### src/rtl/mesh_edge_feeder_pkg.sv
// Shared types and helpers for the mesh edge feeder: FSM state encoding
// and the flush length that lets the last slice reach the far corner PE.
package mesh_edge_feeder_pkg;

   typedef enum logic [2:0] {
      IDLE,
      CLEAR,
      STREAM,
      FLUSH,
      DRAIN
   } feeder_state_t;

   // Last beat needs 2N-1 cycles to cross the mesh diagonal, plus the multiply pipe.
   function automatic int flush_cycles(int n, int pipe_mul);
      return 2 * n - 1 + pipe_mul;
   endfunction

   function automatic int count_width(int max_value);
      return (max_value < 1) ? 1 : $clog2(max_value + 1);
   endfunction

endpackage

### src/rtl/mesh_edge_feeder_if.sv
// Control, k-slice input and mesh edge bundle of the feeder. The master side
// is the tile sequencer / operand source, the slave side is the feeder.
interface mesh_edge_feeder_if #(
   parameter int N  = 4,
   parameter int W  = 8,
   parameter int KW = 9
);
   logic           start;
   logic [KW-1:0]  k_len;
   logic           busy;
   logic           done;
   logic           in_valid;
   logic           in_ready;
   logic [N*W-1:0] in_a;
   logic [N*W-1:0] in_b;
   logic [N*W-1:0] a_edge;
   logic [N-1:0]   a_edge_valid;
   logic [N*W-1:0] b_edge;
   logic [N-1:0]   b_edge_valid;
   logic           acc_clear_block;
   logic           drain;

   modport master (
      output start, k_len, in_valid, in_a, in_b,
      input  busy, done, in_ready, a_edge, a_edge_valid, b_edge, b_edge_valid,
             acc_clear_block, drain
   );

   modport slave (
      input  start, k_len, in_valid, in_a, in_b,
      output busy, done, in_ready, a_edge, a_edge_valid, b_edge, b_edge_valid,
             acc_clear_block, drain
   );
endinterface

### src/rtl/mesh_edge_feeder_skew_line.sv
// DEPTH-stage delay line for one {valid, data} operand lane; DEPTH=0 is a wire.
// Synchronous clear on !rst_n so a reset leaves no stale operands in flight.
module skew_line #(
   parameter int W     = 8,
   parameter int DEPTH = 1
) (
   input  logic         clk,
   input  logic         rst_n,
   input  logic         valid_i,
   input  logic [W-1:0] data_i,
   output logic         valid_o,
   output logic [W-1:0] data_o
);

   if (DEPTH == 0) begin : g_wire
      assign valid_o = valid_i;
      assign data_o  = data_i;
   end else begin : g_reg
      logic [DEPTH-1:0]   valid_q;
      logic [DEPTH*W-1:0] data_q;

      // Stage 0 sits in the low bits; the oldest entry leaves from the top.
      always_ff @(posedge clk) begin
         if (!rst_n) begin
            valid_q <= '0;
            data_q  <= '0;
         end else begin
            valid_q <= (valid_q << 1) | DEPTH'(valid_i);
            data_q  <= (data_q << W) | (DEPTH*W)'(data_i);
         end
      end

      assign valid_o = valid_q[DEPTH-1];
      assign data_o  = data_q[DEPTH*W-1 -: W];
   end

endmodule

### src/rtl/mesh_edge_feeder.sv
// Transmit side of the PE-mesh operand protocol: sequences one C-tile
// (clear, stream, flush, drain) and drives skewed west/north edge operands.
module mesh_edge_feeder
   import mesh_edge_feeder_pkg::*;
#(
   parameter int N        = 4,
   parameter int W        = 8,
   parameter int KMAX     = 256,
   parameter int PIPE_MUL = 0
) (
   input  logic          clk,
   input  logic          rst_n,
   mesh_edge_feeder_if.slave bus
);

   localparam int KW = count_width(KMAX);
   localparam int FL = flush_cycles(N, PIPE_MUL);
   localparam int FW = count_width(FL);

   feeder_state_t  state_q, state_d;
   logic [KW-1:0]  k_len_q, k_len_d;
   logic [KW-1:0]  beat_q, beat_d;
   logic [FW-1:0]  flush_q, flush_d;

   logic           busy_q;
   logic           done_q;
   logic           ready_q;
   logic           clear_q;
   logic           drain_q;

   logic           slot_valid_q;
   logic [N*W-1:0] slot_a_q;
   logic [N*W-1:0] slot_b_q;

   logic           accept;
   logic [N-1:0]   a_valid, b_valid;
   logic [N*W-1:0] a_data, b_data;

   assign accept = bus.in_valid & ready_q;

   always_comb begin
      state_d = state_q;
      k_len_d = k_len_q;
      beat_d  = beat_q;
      flush_d = flush_q;
      case (state_q)
         IDLE: begin
            if (bus.start) begin
               k_len_d = (bus.k_len > KW'(KMAX)) ? KW'(KMAX) : bus.k_len;
               beat_d  = '0;
               state_d = CLEAR;
            end
         end
         CLEAR: begin
            state_d = (k_len_q == '0) ? DRAIN : STREAM;
         end
         STREAM: begin
            if (accept) begin
               beat_d = beat_q + KW'(1);
               if (beat_q == k_len_q - KW'(1)) begin
                  flush_d = '0;
                  state_d = FLUSH;
               end
            end
         end
         FLUSH: begin
            if (flush_q == FW'(FL - 1)) begin
               state_d = DRAIN;
            end else begin
               flush_d = flush_q + FW'(1);
            end
         end
         DRAIN: begin
            state_d = IDLE;
         end
         default: begin
            state_d = IDLE;
         end
      endcase
   end

   // Status outputs are registered from the next state so they line up with it.
   always_ff @(posedge clk) begin
      if (!rst_n) begin
         state_q      <= IDLE;
         k_len_q      <= '0;
         beat_q       <= '0;
         flush_q      <= '0;
         busy_q       <= 1'b0;
         done_q       <= 1'b0;
         ready_q      <= 1'b0;
         clear_q      <= 1'b0;
         drain_q      <= 1'b0;
         slot_valid_q <= 1'b0;
         slot_a_q     <= '0;
         slot_b_q     <= '0;
      end else begin
         state_q      <= state_d;
         k_len_q      <= k_len_d;
         beat_q       <= beat_d;
         flush_q      <= flush_d;
         busy_q       <= (state_d != IDLE);
         done_q       <= (state_d == DRAIN);
         ready_q      <= (state_d == STREAM);
         clear_q      <= (state_d == CLEAR);
         if (state_d == CLEAR) begin
            drain_q <= 1'b0;
         end else if (state_d == DRAIN) begin
            drain_q <= 1'b1;
         end
         slot_valid_q <= accept;
         slot_a_q     <= accept ? bus.in_a : '0;
         slot_b_q     <= accept ? bus.in_b : '0;
      end
   end

   // Lane gi waits gi extra cycles so a_k and b_k meet in PE(i,j) together.
   for (genvar gi = 0; gi < N; gi++) begin : g_lane
      if (gi == 0) begin : g_direct
         assign a_valid[gi]        = slot_valid_q;
         assign b_valid[gi]        = slot_valid_q;
         assign a_data[gi*W +: W]  = slot_a_q[gi*W +: W];
         assign b_data[gi*W +: W]  = slot_b_q[gi*W +: W];
      end else begin : g_skew
         skew_line #(.W(W), .DEPTH(gi)) u_skew_a (
            .clk     (clk),
            .rst_n   (rst_n),
            .valid_i (slot_valid_q),
            .data_i  (slot_a_q[gi*W +: W]),
            .valid_o (a_valid[gi]),
            .data_o  (a_data[gi*W +: W])
         );
         skew_line #(.W(W), .DEPTH(gi)) u_skew_b (
            .clk     (clk),
            .rst_n   (rst_n),
            .valid_i (slot_valid_q),
            .data_i  (slot_b_q[gi*W +: W]),
            .valid_o (b_valid[gi]),
            .data_o  (b_data[gi*W +: W])
         );
      end
   end

   assign bus.busy            = busy_q;
   assign bus.done            = done_q;
   assign bus.in_ready        = ready_q;
   assign bus.acc_clear_block = clear_q;
   assign bus.drain           = drain_q;
   assign bus.a_edge          = a_data;
   assign bus.a_edge_valid    = a_valid;
   assign bus.b_edge          = b_data;
   assign bus.b_edge_valid    = b_valid;

endmodule

### src/flat_wrapper.sv
// flat-port wrapper written by rule: the top's interface ports become plain ports
module mesh_edge_feeder_flat import mesh_edge_feeder_pkg::*;
#(
   parameter int N        = 4,
   parameter int W        = 8,
   parameter int KMAX     = 256,
   parameter int PIPE_MUL = 0
)
  (clk, rst_n, bus_start, bus_k_len, bus_in_valid, bus_in_a, bus_in_b, bus_busy, bus_done, bus_in_ready, bus_a_edge, bus_a_edge_valid, bus_b_edge, bus_b_edge_valid, bus_acc_clear_block, bus_drain);
  mesh_edge_feeder_if #(.N(N), .W(W), .KW((9))) bus_i ();
  input  logic clk;
  input  logic rst_n;
  input wire logic [$bits(bus_i.start)-1:0] bus_start;
  input wire logic [$bits(bus_i.k_len)-1:0] bus_k_len;
  input wire logic [$bits(bus_i.in_valid)-1:0] bus_in_valid;
  input wire logic [$bits(bus_i.in_a)-1:0] bus_in_a;
  input wire logic [$bits(bus_i.in_b)-1:0] bus_in_b;
  output wire logic [$bits(bus_i.busy)-1:0] bus_busy;
  output wire logic [$bits(bus_i.done)-1:0] bus_done;
  output wire logic [$bits(bus_i.in_ready)-1:0] bus_in_ready;
  output wire logic [$bits(bus_i.a_edge)-1:0] bus_a_edge;
  output wire logic [$bits(bus_i.a_edge_valid)-1:0] bus_a_edge_valid;
  output wire logic [$bits(bus_i.b_edge)-1:0] bus_b_edge;
  output wire logic [$bits(bus_i.b_edge_valid)-1:0] bus_b_edge_valid;
  output wire logic [$bits(bus_i.acc_clear_block)-1:0] bus_acc_clear_block;
  output wire logic [$bits(bus_i.drain)-1:0] bus_drain;
  assign bus_i.start = bus_start;
  assign bus_i.k_len = bus_k_len;
  assign bus_i.in_valid = bus_in_valid;
  assign bus_i.in_a = bus_in_a;
  assign bus_i.in_b = bus_in_b;
  assign bus_busy = bus_i.busy;
  assign bus_done = bus_i.done;
  assign bus_in_ready = bus_i.in_ready;
  assign bus_a_edge = bus_i.a_edge;
  assign bus_a_edge_valid = bus_i.a_edge_valid;
  assign bus_b_edge = bus_i.b_edge;
  assign bus_b_edge_valid = bus_i.b_edge_valid;
  assign bus_acc_clear_block = bus_i.acc_clear_block;
  assign bus_drain = bus_i.drain;
  mesh_edge_feeder #(.N(N), .W(W), .KMAX(KMAX), .PIPE_MUL(PIPE_MUL)) u_core (.clk(clk), .rst_n(rst_n), .bus(bus_i));
endmodule
### config.mk
export PLATFORM = sky130hd
export DESIGN_NAME = mesh_edge_feeder_flat
export DESIGN_NICKNAME = d
export VERILOG_FILES = /design/src/rtl/mesh_edge_feeder_pkg.sv /design/src/rtl/mesh_edge_feeder_if.sv /design/src/rtl/mesh_edge_feeder_skew_line.sv /design/src/rtl/mesh_edge_feeder.sv /design/src/flat_wrapper.sv
export SDC_FILE = /design/constraint.sdc
export NUM_CORES = 1
export LEC_CHECK = 0
export ABC_AREA = 1
export ABC_CLOCK_PERIOD_IN_PS = 1800
export CAP_MARGIN = 10
export CORE_MARGIN = 3
export CORE_UTILIZATION = 50
export CTS_CLUSTER_DIAMETER = 200
export DETAILED_ROUTE_END_ITERATION = 16
export HOLD_SLACK_MARGIN = 0.02
export PLACE_DENSITY = 0.79
export SYNTH_ARGS = -nofsm -noshare
export SYNTH_HDL_FRONTEND = slang
export SYNTH_HIERARCHICAL = 1
export SYNTH_SLANG_ARGS = --single-unit
### constraint.sdc
create_clock -name clk -period 1.8 [get_ports clk]
set_input_delay 0.18 -clock clk [delete_from_list [all_inputs] [get_ports clk]]
set_output_delay 0.18 -clock clk [all_outputs]
set_load 0.02 [all_outputs]
# After elaboration in Yosys (flattened, before gate mapping)
# Cells that the tools add are included.
[totals]
reg_bits = 201
inputBits = 77
out_inout_bits = 77
word_cells = 73
[op_classes]
addsub = 3
magnitude_cmp = 1
eq_ne = 12
n_mux = 14
bitwise = 10
n_reduce_logical = 10
[op_table]
columns = ["cell", "n"]
rows = [
  ["OR 24 x 8 -> 24 bit", 2],
  ["OR 16 x 8 -> 16 bit", 2],
  ["2-to-1 mux 9 bit", 3],
  ["2-to-1 mux 3 bit", 8],
  ["case mux 9 bit (2 select lines)", 1],
  ["case mux 3 bit (4 select lines)", 1],
  ["adder 9 x 1 -> 9 bit (second input constant)", 1],
  ["== test 3 x 2 -> 1 bit (second input constant)", 3],
  ["== test 9 bit", 1],
  ["> comparator 9 bit (second input constant)", 1],
  ["logical NOT 9 bit", 1],
  ["subtractor 9 x 1 -> 9 bit (second input constant)", 1],
  ["== test 3 x 1 -> 1 bit (second input constant)", 2],
  ["== test 3 bit (second input constant)", 2],
  ["OR 3 x 1 -> 3 bit", 2],
  ["case mux 3 bit (2 select lines)", 1],
  ["!= test 2 x 1 -> 1 bit (second input constant)", 2],
  ["!= test 2 bit (second input constant)", 2],
  ["OR 2 x 1 -> 2 bit", 2],
  ["AND reduction 2 bit", 2],
  ["AND reduction 4 bit", 1],
  ["nonzero test 2 bit", 2],
  ["adder 3 x 1 -> 3 bit (second input constant)", 1],
  ["logical NOT 3 bit", 1],
  ["5 further kinds", 5],
]

# Longest topological paths before layout
# Gate-level depths: netlist of run 1.
[depth]
word_depth = 7
mapped_depth = 13
ltp_nobuf = 13

# By module
# Netlist of run 1, hierarchy kept.
[modules_own_cells]
columns = ["mod", "n_inst", "cells_each", "area_per_inst_um2", "seq_area_each_um2"]
rows = [
  ["mesh_edge_feeder", 1, 454, 3631.0, 1881.8],
  ["skew_line at u_core.g_lane[3].g_skew.u_skew_a ...", 2, 92, 837.1, 540.5],
  ["skew_line at u_core.g_lane[2].g_skew.u_skew_a ...", 2, 64, 589.3, 360.3],
  ["skew_line at u_core.g_lane[1].g_skew.u_skew_a ...", 2, 28, 259.0, 180.2],
]

# Worst setup path before layout of run 1
# No wires, ideal clock.
[synth_path]
path_kind = "reg-to-reg"
from = "reg u_core.k_len_q[0]"
to = "reg u_core.flush_q[0]"
setup_ns = 0.069
arrival_ns = 1.509
required_ns = 1.731
path_slack_ns = 0.223
path_stages_with_launch = 14
path_buffers = 0
synth_period_minus_slack_ns = 1.577
path_cell_list = "dfxtp_1 > inv_2 > ha_1 > inv_1 > nand2_1 > nand2_1 > nand2_1 > nor2_1 > nand3_4 > nor2_4 > nand3_4 > nand2_2 > nand2_1 > a21oi_2"
[synth_via]
elab_chain_len = 4
[synth_lines]
columns = ["element", "line_no", "text"]
rows = [
  ["start: declaration", "mesh_edge_feeder.sv:21", "logic [KW-1:0] k_len_q, k_len_d;"],
  ["start signal: assignment", "mesh_edge_feeder.sv:99", "k_len_q <= k_len_d;"],
  ["subtractor 9 x 1 -> 9 bit", "mesh_edge_feeder.sv:60", "if (beat_q == k_len_q - KW'(1)) begin"],
  ["== test 9 bit", "mesh_edge_feeder.sv:60", ""],
  ["!= test 2 x 1 -> 1 bit (no line)", "--", ""],
  ["AND reduction 4 bit (no line)", "--", ""],
  ["end signal: assignment", "mesh_edge_feeder.sv:101", "flush_q <= flush_d;"],
  ["end: declaration", "mesh_edge_feeder.sv:23", "logic [FW-1:0] flush_q, flush_d;"],
]
# Every way passes these cells.
# A chain may end at the register's enable or synchronous reset.

# Final worst setup path of run 1
[layout_path]
from = "reg u_core.k_len_q[0]"
to = "reg u_core.flush_q[1]"
# Same word-level chain as after synthesis.

==> results by stage, run 1 <==
Outcome:
- The flow ran to the end, and the final reports show no timing, DRC or antenna violations.

Worst setup path:
- The type of the setup path with the least slack is flop to flop.
- The maximum fanout along the worst path is 5.
- The worst setup path is captured at a flop.
- STA classifies the critical path startpoint as a flop.
- Data on the critical path is required at its endpoint by 2.21 ns.
- The critical path data arrival time is 2.09 ns.

Global routing:
- The maximum number of pins on one net before global-route repair is 112.
- Across every metal layer, demand over resource in global routing totals 15.7%.
- After global routing the overflow that remains totals 0.
- The first global-routing pass estimated 20.4 mm of wire.
- The number of antenna violations at the first check in global routing is 0.
- The via count of the first global-routing pass is 4463.

Cells and area:
- The area growth from synthesis to layout is 27.8%.
- Fill cells in the final layout number 1095.
- The antenna diode count is 0.
- The number of nets in the final layout is 1014.
- The final cell area excluding filler cells is 0.00895 sq mm.
- The fraction of final layout cells sized beyond drive strength 1 is 9.60%.

Synth:
- The netlist area before placement is 0.00700 sq mm.
- Multiplexer cells account for 0% of the synthesized area.
- The synthesized netlist devotes 0.715% of its cell area to adder and majority cells.
- The synthesized netlist net count is 903.
- The synthesized netlist devotes 19.0% of its cell area to simple gates.
- The top cell type by area accounts for 57.8% of the synthesized area.
- The number of synthesis warnings is 6.
- The compound-gate portion of the synthesized area is 2.22%.
- Each instance of the synthesized netlist takes up on average 8.52 sq um.
- In the post-synthesis netlist, the biggest area contributors are dfxtp_1 (58%), inv_1 (11%), nand2_1 (8.4%).
- The count of distinct cell types in the synthesized netlist is 32.
- The post-synthesis sequential element count is 202.
- The sequential element share of the synthesized area is 57.8%.
- The dominant combinational cell family by area after synthesis is buffers and inverters.
- Counting every instance in the synthesized netlist gives 822.
- After Yosys synthesis, XOR and XNOR cells account for 0.751% of the synthesized area.
- The largest total area in the synthesized netlist belongs to dfxtp_1.

Routing:
- Once detail routing completed, the nets flagged for antenna violations numbered 0.
- The remaining routing DRC violations is 0.
- For this block, the routed nets add up to 12.6 mm of wire.
- Using the TritonRoute via totals, the vias-per-cell ratio works out to 4.16.
- The average detailed-routed wire length per instance is 11.2 um.
- After the first detailed-routing iteration, the DRC count stood at 192.
- The via total after detailed routing is 4676.
- The first TritonRoute pass finished after 4 iterations.

Worst hold path:
- The path type of the worst min-delay path is primary input to flop.

Power and ir drop:
- Summing internal, switching and leakage power gives 9.44 mW.
- The static power due to leakage is 4.68 nW.
- The share of power burned in registers is 48.4%.
- The combinational power share is 7.0%.
- Net switching is 22.0% of the power.
- The internal power summed over all cells is 7.36 mW.
- Per report_power, the clock group accounts for 44.6% of the total.
- The net switching power of the design is 2.08 mW.
- The largest voltage drop on the vdd net is 0.000812 V.
- The cell area power density is 1060 mW/mm^2.

Run:
- The count of maximum capacitance violations is 0.

Floorplanning:
- For this configuration, the core starts out at a cell density of 52.0%.
- After floorplanning, the core was sized to cover 0.0135 sq mm.
- Measured along the y axis, the die boundary spans 124 um.
- The initialized floorplan defines 42 standard-cell rows.
- The top-level port count is 154.
- The die footprint is 0.0155 sq mm.
- Measured along the x axis, the die boundary spans 124 um.

STA:
- For this run, the top clock speed supported by timing is 597 MHz.
- The setup slack of the critical path after layout is 0.125 ns.
- Clock skew on the completed layout was measured at 0.0127 ns.
- The relative max-transition margin is 66.9%.
- Setup violations remaining at the end of the flow were counted as 0.
- The number of slew-limit violations in the final report was 0.
- The slew at the pin closest to its max-slew limit is 0.496 ns.
- The count of endpoints failing hold in the final timing report is 0.
- Dividing the final minimum period by the clock period gives 93.1%.
- The worst path in the final design needs a cycle of 1.68 ns, including I/O delays and setup.

CTS:
- The number of setup buffers added after CTS is 0.
- The sink count of the clock tree is 202.
- The later-pin clock latency in the skew report is 0.49 ns.
- The tree is rooted in a clkbuf_16.
- CTS built an H-tree with a depth of 1.
- After clock tree synthesis, the flow added hold-fix buffers numbering 0.
- The total clock buffers created by CTS is 21.
- No sink is reached through more buffers than the 3 on the longest clock path.
- The clock-pin slew of the registers on the worst-case setup and hold paths is 0.06 ns.
- The TritonCTS clock tree is done.

Placement:
- The pre-CTS setup slack is 0.0767 ns.
- The number of port buffers is 153.
- At the end of routability-driven placement, the weighted congestion stood at 0.837.
- The placed instances occupy a cell area of 0.00824 sq mm.
- Detailed placement finished with a half-perimeter wire length of 8.79 mm.
## per-layer routing
layer	GRT usage [%]	vias up	wire length (um)
met5	0	-	0
met3	6.13	21	1040
met4	4.45	0	201
met1	16.5	2037	4930
li1	-	2499	-
met2	29.1	119	6410
## final cells by class
| class | instances | area [sq um] | area share (%) |
|---|---|---|---|
| Clock buffer | 29 | 606 | 6.77 |
| Inverter | 216 | 811 | 9.06 |
| Clock inverter | 9 | 87.6 | 0.979 |
| Tap cell | 176 | 220 | 2.46 |
| Multi-Input combinational cell | 334 | 1600 | 17.9 |
| Sequential cell | 202 | 4050 | 45.2 |
| Timing Repair Buffer | 158 | 1580 | 17.7 |
## Yosys cell counts
cell type    n
ha_1         4
buf_6       10
a21oi_1      7
nor2_2       5
nor2_1      85
nor3_1       4
nand3_4      2
buf_2        1
nand3_2      2
nor2_4       8
inv_2       12
a21oi_2      3
nor3_2       3
dfxtp_1    202
nand2_4      2
nand3b_1     1
o22ai_1      7
buf_12       2
nand2_1    156
xnor2_1      4
nand3_1     16
nand2_2      9
clkbuf_1     6
inv_1      204
o21ai_0      5
nor3b_1      1
o21ai_1      5
xor2_1       2
nand4_1      2
buf_1        1
buf_4       50
nor3b_2      1
## metrics by stage
step	hold slack [ns]	util [%]	setup TNS, ns	instances
after global routing	0.149	66.5	-0.00310	1124
after CTS	0.129	66.4	0	1124
after floorplan	0.292	-	0	822
after detailed placement	0.395	61.3	0	1086
after global placement	0.390	61.3	0	1086
final	0.146	66.5	0	1124
## final timing paths
path,from,end,slack [ns],cells after the start
worst max register to register,u_core/k_len_q[0],u_core/flush_q[1],0.12,13
worst max-delay path,u_core/k_len_q[0],u_core/flush_q[1],0.12,13
worst min-delay path,rst_n,u_core/bus.acc_clear_block,0.15,3
worst min register to register,u_core/slot_a_q[31],u_core/g_lane[3].g_skew.u_skew_a/g_reg.data_q[7],0.40,2
## critical path: stages (launching register included)
cell and delay (ns):
dfxtp_1 0.35, inv_2 0.07, ha_2 0.28, inv_1 0.05, nand2_1 0.04, nand2_1 0.05, nand2_1 0.06, nor2_2 0.15
nand3_4 0.09, nor2_4 0.10, nand3_4 0.12, nand2_4 0.08, nand2_1 0.06, a21oi_2 0.11
## sequential cells by signal (all words and copies together), names as in the netlist
| register | cells |
|---|---|
| u_core/k_len_q | 9 |
| u_core/g_lane.g_skew.u_skew_a/g_reg.valid_q | 5 |
| u_core/g_lane.g_skew.u_skew_a/g_reg.data_q | 40 |
| u_core/g_lane.g_skew.u_skew_b/data_o | 8 |
| u_core/state_q | 3 |
| u_core/bus.busy | 1 |
| u_core/g_lane.g_skew.u_skew_b/g_reg.data_q | 40 |
| u_core/bus.acc_clear_block | 1 |
| u_core/g_lane.g_skew.u_skew_a/valid_o | 1 |
| u_core/slot_a_q | 32 |
| u_core/bus.in_ready | 1 |
| u_core/slot_valid_q | 1 |
| u_core/flush_q | 3 |
| u_core/g_lane.g_skew.u_skew_a/data_o | 8 |
| u_core/g_lane.g_skew.u_skew_b/g_reg.valid_q | 5 |
| u_core/beat_q | 9 |
| u_core/bus.drain | 1 |
| u_core/slot_b_q | 32 |
| u_core/bus.done | 1 |
| u_core/g_lane.g_skew.u_skew_b/valid_o | 1 |
## power groups by stage
stage / clock network (mW) / registers [mW] / logic (mW)
after floorplan: 0 / 4.68 / 0.398
after global placement: 0 / 4.67 / 0.657
after detailed placement: 0 / 4.67 / 0.666
after CTS: 4.31 / 4.57 / 0.671
after global routing: 4.49 / 4.57 / 0.739
final: 4.21 / 4.57 / 0.665
## placed cells by master, fill, tap and decap left out, types with 4 or more instances in the layout
cell,count
a21oi_1,7
inv_2,12
nand3_1,16
xnor2_1,4
nand2_1,156
clkinvlp_4,4
inv_1,204
o21ai_0,5
clkbuf_8,5
nor3_1,4
nor2_2,6
clkbuf_16,21
clkdlybuf4s50_1,152
dfxtp_1,201
o21ai_1,5
o22ai_1,7
nor2_4,8
nand2_2,8
buf_4,5
nor2_1,84
## timing repair
item	4_1_cts	5_1_grt
setup endpoints to repair	0	5
resized for setup	0	4
hold endpoints to repair	0	0
## cell families (layout without fill, tap and decap cells)
| group | after synthesis | in the layout |
|---|---|---|
| XOR/XNOR | 6 | 6 |
| adder cells (fa/ha/maj) | 4 | 4 |
| AND/OR/NAND/NOR | 297 | 297 |
| flip-flops | 202 | 202 |
| AO/OA/AOI/OAI | 27 | 27 |
| buffers and inverters | 286 | 412 |
No activity file was read; power rests on OpenSTA's default activity.
==> run 2: changes to the inputs <==
Settings changed: CAP_MARGIN 10 to unset, PLACE_DENSITY 0.79 to 0.8, TNS_END_PERCENT set to 100.
==> results by stage, run 2 (synthesis gave the netlist of run 1 again) <==
Outcome:
- The run finished with clean final reports.

Worst setup path:
- The reg-to-reg startpoint is u_core/k_len_q[0].
- The start point of the critical path is u_core/k_len_q[0].
- The sort of element at the end of the critical path is a flop.
- The critical path is of the flop to flop type.
- The critical path data arrival time is 2.10 ns (about the same).
- The launching element type of the critical path is a flop.
- The register-to-register setup slack came to 0.11 ns (about the same).
- The maximum fanout along the worst path is 5 (unchanged).
- The data required time at the worst endpoint is 2.21 ns (about the same).

Floorplanning:
- The placement row count is 42 (unchanged).
- The vertical die dimension is 124 um (unchanged).
- The starting density of the core is 52.0% (unchanged).
- The die footprint was 0.0155 sq mm (unchanged).
- The horizontal die dimension is 124 um (unchanged).
- The core box area is 0.0135 sq mm (unchanged).
- The top-level port count is 154 (unchanged).

STA:
- The slew at the pin closest to its max-slew limit came to 0.466 ns (-0.0299 ns).
- The maximum operating frequency is 593 MHz (-0.72%).
- The setup slack of the critical path after layout came to 0.112 ns (-0.0122 ns).
- The number of slew-limit violations in the final report was 0 (unchanged).
- Setup repair after global routing left no endpoint under its margin.
- The worst clock skew is 0.00721 ns (-0.00553 ns).
- The relative max-transition margin is 68.9% (+2.0 points).
- The post-route worst hold slack is 0.160 ns (+0.0142 ns).
- The summed negative setup slack over all endpoints is 0 ns (unchanged).
- The count of endpoints failing hold in the final timing report is 0 (unchanged).
- The share of the cycle needed by the critical path after routing is 93.8% (+0.68 points).
- The minimum period implied by the final worst setup slack is 1.69 ns (+0.0122 ns).
- The total setup violations reported at the end of the flow is 0 (unchanged).

Worst hold path:
- The startpoint of the lowest-slack hold path is rst_n.
- The min-delay analysis places its worst path in the category primary input to flop.

CTS:
- The post-cts repair resize count is 0 (unchanged).
- The number of buffers on the longest clock path is 3 (unchanged).
- The later-pin clock latency in the skew report is 0.48 ns (about the same).
- The clock tree root driver cell is clkbuf_16.
- The number of setup buffers added after CTS is 0 (unchanged).
- The sink count of the clock tree is 202 (unchanged).
- The total clock buffers created by CTS is 21 (unchanged).
- The level count of the clock H-tree was 1 (unchanged).
- The number of hold buffers added after CTS is 0 (unchanged).
- TritonCTS built the clock tree.
- The clock-pin slew of the registers on the worst-case setup and hold paths came to 0.06 ns (about the same).

Placement:
- The HPWL reported at the end of detailed placement is 8.87 mm (+0.90%).
- The number of port buffers is 153 (unchanged).
- The last weighted congestion value of the routability-driven placer came to 0.860 (+2.7%).
- The pre-CTS setup slack came to 0.0841 ns (+0.00743 ns).
- The total placed cells including tap cells was 1086 (unchanged).

Cells and area:
- The antenna diode count was 0 (unchanged).
- Leaving out fill and tap cells, the most frequent cell in the layout is inv_1.
- The multi-input gate area in the final layout was 0.00160 sq mm (unchanged).
- The number of nets in the final layout was 1014 (unchanged).
- The count of non-filler cells in the finished layout came to 1120 (-0.36%).
- The area added between synthesis and finish is 27.9% (about the same).
- The largest registers in the layout are u_core/g_lane.g_skew.u_skew_a/g_reg.data_q: 40 flops, u_core/g_lane.g_skew.u_skew_b/g_reg.data_q: 40 flops.
- The storage element area is 0.00405 sq mm (about the same).
- The fraction of final layout cells sized beyond drive strength 1 is 9.22% (-0.38 points).
- The top cell types in the final layout, fill and taps aside, are inv_1 (204), dfxtp_1 (200), nand2_1 (156).
- The count of fill cells added during filler insertion came to 1126 (+2.8%).

Routing:
- The average detailed-routed wire length per instance is 11.3 um (+0.48%).
- The remaining routing DRC violations was 0 (unchanged).
- The residual antenna-violating net count after detailed routing came to 0 (unchanged).
- The via total after detailed routing was 4698 (+0.47%).
- The average via count per standard cell is 4.19 (+0.83%).
- The number of DRC markers after the initial detailed-route iteration is 202 (+5.2%).
- The detailed-router iteration count before antenna repair is 4 (unchanged).
- The total wire length is 12.6 mm (+0.12%).

Power and ir drop:
- The internal power summed over all cells is 7.50 mW (+1.9%).
- The portion of total power attributed to the clock network is 44.7% (about the same).
- The static power due to leakage is 4.70 nW (+0.29%).
- The net switching fraction of the power is 20.9% (-1.1 points).
- The net switching power of the design came to 1.98 mW (-4.7%).
- The largest voltage drop on the vdd net came to 0.000706 V (-13%).
- The cell area power density is 1060 mW/mm^2 (+0.34%).
- The combinational power share was 7.0% (about the same).
- The share of power burned in registers is 48.2% (-0.2 points).

Global routing:
- The overall global routing resource usage was 15.6% (-0.11 points).
- The first-pass GRT wire length is 20.4 mm (-0.13%).
- The number of antenna violations at the first check in global routing was 0 (unchanged).
- The via count of the first global-routing pass is 4398 (-1.5%).
- The maximum number of pins on one net before global-route repair is 112 (unchanged).
- The overall overflow remaining after global route is 0 (unchanged).

Run:
- The count of maximum capacitance violations is 0 (unchanged).
[run 2: cell count changes in the layout (fill, tap and decap cells not counted), sizes merged]
cell      change
clkbuf        -2
bufinv        +2
inv           -1
clkinvlp      -4
clkinv        +1
[run 2: area by class of cell]
cell class | count | share of cell area (%)
multi-input combinational | 334 | 17.8
inverter | 216 | 9.06
clock buffer | 27 | 6.35
sequential | 202 | 45.2
timing repair buffer | 158 | 17.8
tap | 176 | 2.46
clock inverter | 7 | 1.31
[run 2: power by group through the flow]
stage               clock network, mW  logic [mW]  registers, mW
floorplan                           0       0.398           4.68
global placement                    0       0.657           4.67
detailed placement                  0       0.667           4.67
CTS                              4.37       0.671           4.57
global route                     4.55       0.732           4.57
finish                           4.24       0.668           4.57
[run 2: per-stage QoR]
step | util [%] | total power [mW] | cell area (sq um)
finish | 66.5 | 9.48 | 8950
detailed placement | 61.4 | 5.34 | 8250
global route | 66.5 | 9.86 | 8950
global placement | 61.4 | 5.32 | 8250
floorplan | - | 5.08 | 7000
CTS | 66.5 | 9.61 | 8940
[run 2: path summary, 6_finish.rpt]
| check | end | depth (start not counted) |
|---|---|---|
| worst max-delay path | u_core/flush_q[1] | 13 |
| worst min-delay path | u_core/bus.acc_clear_block | 3 |
| worst max register to register | u_core/flush_q[1] | 13 |
| worst min register to register | u_core/g_lane[3].g_skew.u_skew_a/g_reg.data_q[22] | 2 |
[run 2: critical path: stages, from the launching register on]
cell and delay, ns:
dfxtp_2 0.32, inv_2 0.09, ha_2 0.28, inv_1 0.05, nand2_1 0.04, nand2_1 0.05
nand2_1 0.07, nor2_2 0.15, nand3_4 0.09, nor2_4 0.10, nand3_4 0.12, nand2_4 0.08
nand2_1 0.06, a21oi_2 0.11
[run 2: metal layers]
metal  up-vias  share of wire [%]  track usage [%]
li1       2503                  -                -
met1      2032                 40             17.2
met2       143                 49             27.9
met3        20                8.3             5.79
met4         0                2.0             4.90
met5         -                  0                0
